File: config.mk
export PLATFORM = sky130hd
export DESIGN_NAME = processador
export DESIGN_NICKNAME = d
export VERILOG_FILES = /design/src/rtl/processador.sv
export SDC_FILE = /design/constraint.sdc
export NUM_CORES = 1
export LEC_CHECK = 0
export BUFFER_PORTS_ARGS = -buffer_cell sky130_fd_sc_hd__buf_2
export CAP_MARGIN = 15
export CORE_ASPECT_RATIO = 1.25
export CORE_MARGIN = 4
export CORE_UTILIZATION = 40
export DETAILED_ROUTE_END_ITERATION = 6
export PLACE_DENSITY_LB_ADDON = 0.05
export SETUP_SLACK_MARGIN = 0.2
export SLEW_MARGIN = 15
export SYNTH_ARGS = -nofsm -noshare
export SYNTH_HDL_FRONTEND = slang
export SYNTH_SLANG_ARGS = --single-unit
export TNS_END_PERCENT = 5
File: constraint.sdc
create_clock -name clock -period 14.2 [get_ports clock]
set_input_delay 3.55 -clock clock [delete_from_list [all_inputs] [get_ports clock]]
set_output_delay 3.55 -clock clock [all_outputs]
set_load 0.05 [all_outputs]
File: src/rtl/processador.sv
// Four-step multi-cycle 16-bit processor: eight registers, one shared bus,
// and an A/G register pair around a single ALU. The bus value is exported.
module processador (
    input  logic        clock,
    input  logic        resetn,
    input  logic [15:0] iin,
    output logic [15:0] bus
);

    localparam logic [2:0] OP_MV  = 3'b000;
    localparam logic [2:0] OP_NOP = 3'b001;
    localparam logic [2:0] OP_ADD = 3'b010;
    localparam logic [2:0] OP_SUB = 3'b011;
    localparam logic [2:0] OP_AND = 3'b100;
    localparam logic [2:0] OP_MVI = 3'b101;
    localparam logic [2:0] OP_OR  = 3'b110;
    localparam logic [2:0] OP_XOR = 3'b111;

    logic [1:0]  step_q, step_d;
    logic [15:0] ir_q, ir_d;
    logic [15:0] a_q, a_d;
    logic [15:0] g_q, g_d;
    logic [15:0] r_q [8];
    logic [15:0] r_d [8];

    logic [2:0]  op;
    logic [2:0]  rx;
    logic [2:0]  ry;
    logic [15:0] imm;
    logic        is_alu;

    assign op     = ir_q[15:13];
    assign rx     = ir_q[12:10];
    assign ry     = ir_q[9:7];
    assign imm    = {6'd0, ir_q[9:0]};
    assign is_alu = (op == OP_ADD) || (op == OP_SUB) || (op == OP_AND) ||
                    (op == OP_OR)  || (op == OP_XOR);

    // Carry and borrow fall off the top: results are modulo 2^16.
    function automatic logic [15:0] alu(input logic [2:0] f,
                                        input logic [15:0] x,
                                        input logic [15:0] y);
        logic [15:0] res;
        case (f)
            OP_ADD:  res = x + y;
            OP_SUB:  res = x - y;
            OP_AND:  res = x & y;
            OP_OR:   res = x | y;
            OP_XOR:  res = x ^ y;
            default: res = 16'd0;
        endcase
        return res;
    endfunction

    always_comb begin
        bus = 16'd0;
        case (step_q)
            2'd1: begin
                if (op == OP_MV)       bus = r_q[ry];
                else if (op == OP_MVI) bus = imm;
                else if (is_alu)       bus = r_q[rx];
            end
            2'd2: if (is_alu) bus = r_q[ry];
            2'd3: if (is_alu) bus = g_q;
            default: bus = 16'd0;
        endcase
    end

    always_comb begin
        step_d = step_q + 2'd1;
        ir_d   = ir_q;
        a_d    = a_q;
        g_d    = g_q;
        r_d    = r_q;
        case (step_q)
            2'd0: ir_d = iin;
            2'd1: begin
                if (op == OP_MV || op == OP_MVI) r_d[rx] = bus;
                else if (is_alu)                 a_d     = bus;
            end
            2'd2: if (is_alu) g_d = alu(op, a_q, bus);
            2'd3: if (is_alu) r_d[rx] = bus;
            default: ;
        endcase
    end

    // resetn is active-high; a reset mid-instruction discards it and restarts at T0.
    always_ff @(posedge clock) begin
        if (resetn) begin
            step_q <= 2'd0;
            ir_q   <= 16'd0;
            a_q    <= 16'd0;
            g_q    <= 16'd0;
            for (int i = 0; i < 8; i++) r_q[i] <= 16'd0;
        end else begin
            step_q <= step_d;
            ir_q   <= ir_d;
            a_q    <= a_d;
            g_q    <= g_d;
            for (int i = 0; i < 8; i++) r_q[i] <= r_d[i];
        end
    end

endmodule

Yosys cells after proc, flatten, opt, wreduce, memory -nomap -nowiden:

Cells that the tools add are included.
Widths: inputs -> output; s select.

* $add $sub $neg: 3
* order comparisons: 3
* eq/ne operators: 11
* mux-type cells: 19
* bitwise logic cells: 6
* reductions and logical operators: 12

Operators by type and width (number)
* $mux 128: 2
* $pmux 128 s2: 1
* $mux 16: 10
* $bwmux 128: 1
* $bmux 16 s3: 2
* $pmux 16 s5: 1
* $demux 16 s3: 1
* $pmux 16 s3: 1
* $add 16x16->16: 1
* $and 16x16->16: 1
* $or 16x16->16: 1
* $sub 16x16->16: 1
* $xor 16x16->16: 1
* $eq 3x3->1 const B: 4
* $ge 4x4->1 const B: 2
* $not 3->4: 2
* $eq 3x2->1 const B: 2
* $reduce_and 3->1: 2
* $logic_or 1x1->1: 5
* $eq 2x2->1 const B: 2
* $lt 4x1->1 const B: 1
* $ne 2x2->1 const B: 2
* $logic_not 3->1: 1
* $add 2x1->2 const B: 1
* 6 further kinds: 6

* register bits: 178
* input port bits: 18
* output and inout bits: 16
* word-level logic and storage cells: 66

Logic depth before layout (Yosys ltp):

* depth after elaboration: 12
* gate-level depth with buffers: 24
* mapped depth without buffers: 22

Worst setup path before layout:

OpenSTA, ideal clock, no wires.

* path kind: register -> output
* start: register ir_q[7]
* end: output bus[12]
* data arrival time: 2.797 ns
* data required time: 10.650 ns
* slack: 7.853 ns
* cell stages (with the launch flop): 9
* buffers on the path: 4
* path through: dfxtp_1 > buf_2 > buf_2 > buf_2 > mux4_2 > mux2_2 > a221oi_1 > clkbuf_1 > inv_1

* word-level cells in the longest chain between the ends: 6
* elaborated cells on any way between the ends: 7
* those cells by class: 6 x mux; 1 x bitwise

Ends and longest elaborated chain
* from (decl): RTL line 20 `logic [15:0] ir_q, ir_d;`
* from (signal assigned): RTL line 97 `ir_q <= ir_d;`
* $not 3->4 (implied by the code) (*): RTL line 59, 63
* $bmux 16 s3 (*): RTL line 59, 63
* $mux 16 (implied by the code) (*) (2 in a row): RTL line 59, 63
* $mux 16, on equally long branches: RTL line 63, 59
* $pmux 16 s3 (*): RTL line 57 `case (step_q)`
* to (decl): RTL line 7 `output logic [15:0] bus`

Mark *: on every way between the ends. The rest lies on a longest branch, timed or not. The select of a mux whose other input is x is not followed.

Worst setup path after layout:

* start: register step_q[0]
* end: output bus[2]

* word-level cells in the longest chain between the ends: 2
* elaborated cells on any way between the ends: 4
* those cells by class: 3 x eq/ne; 1 x mux

Ends and longest elaborated chain
* from (decl): RTL line 19 `logic [1:0] step_q, step_d;`
* from (signal assigned): RTL line 96 `step_q <= step_d;`
* $eq 2x2->1 / $eq 2x1->1 (equally long branches): RTL line 57
* $pmux 16 s3 (*): RTL line 57

Mark *: on every way between the ends. The rest lies on a longest branch, timed or not.

==> results.ini <==
[status]
status = completed

[sta]
max_slew_margin_pct = 25.30
post-route-period-util_pct = 50.86
min_period_ns = 7.222
tightest_slew_ns = 1.121
finClkSkew_ns = 0.01107
hold_viol_final = 0
finalSetupTns_ns = 0
rsz0062_at_grt = false
maxSlewViolCount = 0
setup_violations = 0
fmax_mhz = 138.5
fin_hold_ws_ns = 0.4796

[power_and_ir_drop]
switchingPower_uw = 406.2
p_int_uw = 939.5
swShare_pct = 30.18
pwr-share-seq_pct = 40.2
irDropWorstVdd_v = 0.00008155
finalPower_uw = 1346
power_frac_comb_pct = 21.8
pwr-share-clk_pct = 38.0
cellPowerDensity_nw_per_um2 = 116.8
p_leak_uw = 0.004118

[detailed_routing]
drtIter0Drc = 647
avgViaCountPerCell = 5.808
wl_per_cell_um = 22.08
route.detailed.drc = 0
dr_total_vias = 8700
ant_nets = 0
drt-total-wl_mm = 33.07
firstDrtPassIters = 5

[critical_path]
critPathKind = reg -> out
worstPathArrival_ns = 3.67
start_kind = register
cp_max_fo = 11
crit_path_end_kind = output port
critPathRequiredTime_ns = 10.65

[floorplanning]
die_x_um = 152.6
dieArea_um2 = 28790
fp.dieH_um = 188.7
start_util_pct = 41.05
io_pins = 34
core_area_um2 = 25460
rows = 65

[synthesis]
synth.top_cell.area_share_pct = 34.10
ys_seq_area_share_pct = 34.10
synth-async-reset-ratio_pct = 0
yosys.cell_types.count = 64
synth_nets = 1245
ys_seq_elements = 178
synthTopCellsByArea = dfxtp_1 (34%), a211oi_1 (11%), mux4_2 (9.5%)
synth-main-ff-cell = dfxtp_1
avgSynthCellArea_um2 = 8.915
synth_edf_count = 0
synth_top_area_cell = dfxtp_1
ys_warn_count = 0
netlist_area_um2 = 10450
syn_inst = 1172

[clock_network]
cts_tree = done
root_buffer = clkbuf_16
clk_pin_slew_ns = 0.07
clk_latency_ns = 0.44
cts_max_path_buffers = 2
cts.repair.resized = 0
cts.sinks = 178
numCtsBuffers = 17
hold_buffers = 0
cts_setup_buffers = 0
htreeDepth = 4

[global_route]
grt_usage_pct = 22.90
grt_pass1_vias = 8312
grt_max_degree = 97
antenna_found_initial = 0
grt_overflow_total = 0
grt_pass1_wl_mm = 51.83

[layout]
final_nets = 1223
area_delta_synth_final_pct = 10.25
antennaDiodeCount = 0
drive_above_1_share_pct = 15.22

[placement]
hpwl_mm = 23.22
place_congestion = 0.7981
io_buffers = 33

[flow_run]
maxCapViolCount = 0

[worst_hold_path]
hold_path_class = reg -> reg

state kept, by name, indices dropped and copies added (netlist names):
| register | flops |
|---|---|
| r_q | 128 |
| a_q | 16 |
| g_q | 16 |
| ir_q | 16 |
| step_q | 2 |
worst max-delay path, cell delays in order, from the launching register on:
cell,delay [ns]
dfxtp_1,0.39
inv_1,0.10
ha_1,0.37
and2_1,0.23
o21ai_1,0.31
a21o_1,0.35
o22ai_1,0.14
a21oi_1,0.76
buf_4,0.30
inv_1,0.07
buf_2,0.21
cells in the mapped netlist (3+ instances only):
master     instances
nor2_1           214
dfxtp_1          178
a211oi_1         159
clkbuf_1          84
nand2_1           62
ha_1              54
mux4_2            44
inv_1             40
mux2i_1           36
a21oi_1           34
o21ai_0           23
xnor2_1           23
a22oi_1           17
nor3_1            16
buf_2             15
mux2_2            15
a221oi_1          14
nor2b_1           10
o211ai_1          10
o21a_1             9
o221ai_1           8
buf_1              6
mux2_1             6
nand3_1            6
a22o_1             5
and2_1             5
o21ai_1            5
o22ai_1            5
xor2_1             5
a21o_1             4
a31oi_1            4
and3_1             4
a222oi_1           3
clkinv_1           3
nand2b_1           3
o2bb2ai_1          3
o41ai_1            3
or3_1              3
area by class of cell:
type,count,area (um^2)
Clock buffer,20,446.7
Clock inverter,12,181.4
Fill cell,2481,13940
Inverter,43,161.4
Multi-Input combinational cell,843,6315
Sequential cell,178,3570
Tap cell,335,419.2
Timing Repair Buffer,67,426.7
metal layers:
metal	vias up	global-route usage [%]	routed length, um
met3	34	2.780	1191
met5	-	0	0
met2	215	39.35	16580
met1	4195	30.81	14780
li1	4256	-	-
met4	0	5.485	522
cells in the final DEF, fill, tap and decap left out, types with 34 or more instances in the layout:
master    synthesis  final
nand2_1          62     62
a211oi_1        159    158
mux4_2           44     44
buf_4             2     34
nor2_1          214    208
mux2i_1          36     36
inv_1            40     40
a21oi_1          34     34
ha_1             54     54
dfxtp_1         178    173
logic make-up after synthesis:
family          Yosys count  share of synthesized area [%]
xor+xnor                 28                          2.347
fa+ha+maj                55                          6.658
flops                   178                          34.10
compound gates          324                          22.56
simple gates            335                          13.39
buf+inv                 151                          5.748
mux                     101                          15.20
stage by stage:
step | setup WS (ns) | instance area [um^2] | utilization [%] | cells
6_report | 6.978 | 11520 | 45.25 | 1498
5_1_grt | 6.681 | 11520 | 45.25 | 1498
4_1_cts | 6.927 | 11520 | 45.25 | 1498
3_5_place_dp | 7.392 | 10890 | 42.79 | 1466
3_3_place_gp | 7.491 | 10890 | 42.79 | 1466
2_1_floorplan | 7.853 | 10450 | - | 1172
worst paths after layout:
path                   from        end  slack, ns  cells after the start
hold reg to reg   step_q[0]  step_q[0]       0.48                      1
setup / recovery  step_q[0]     bus[2]       6.98                     10
setup reg to reg  step_q[0]    g_q[13]       8.51                     21
hold / removal    step_q[0]  step_q[0]       0.48                      1
power by group through the flow:
| stage | registers [uW] | clock network [uW] | logic [uW] |
|---|---|---|---|
| 6_report | 541 | 511 | 294 |
| 5_1_grt | 543 | 541 | 322 |
| 4_1_cts | 541 | 521 | 295 |
| 3_5_place_dp | 552 | 0 | 293 |
| 3_3_place_gp | 552 | 0 | 294 |
| 2_1_floorplan | 541 | 0 | 227 |
Power figures use the tool's default switching activity.
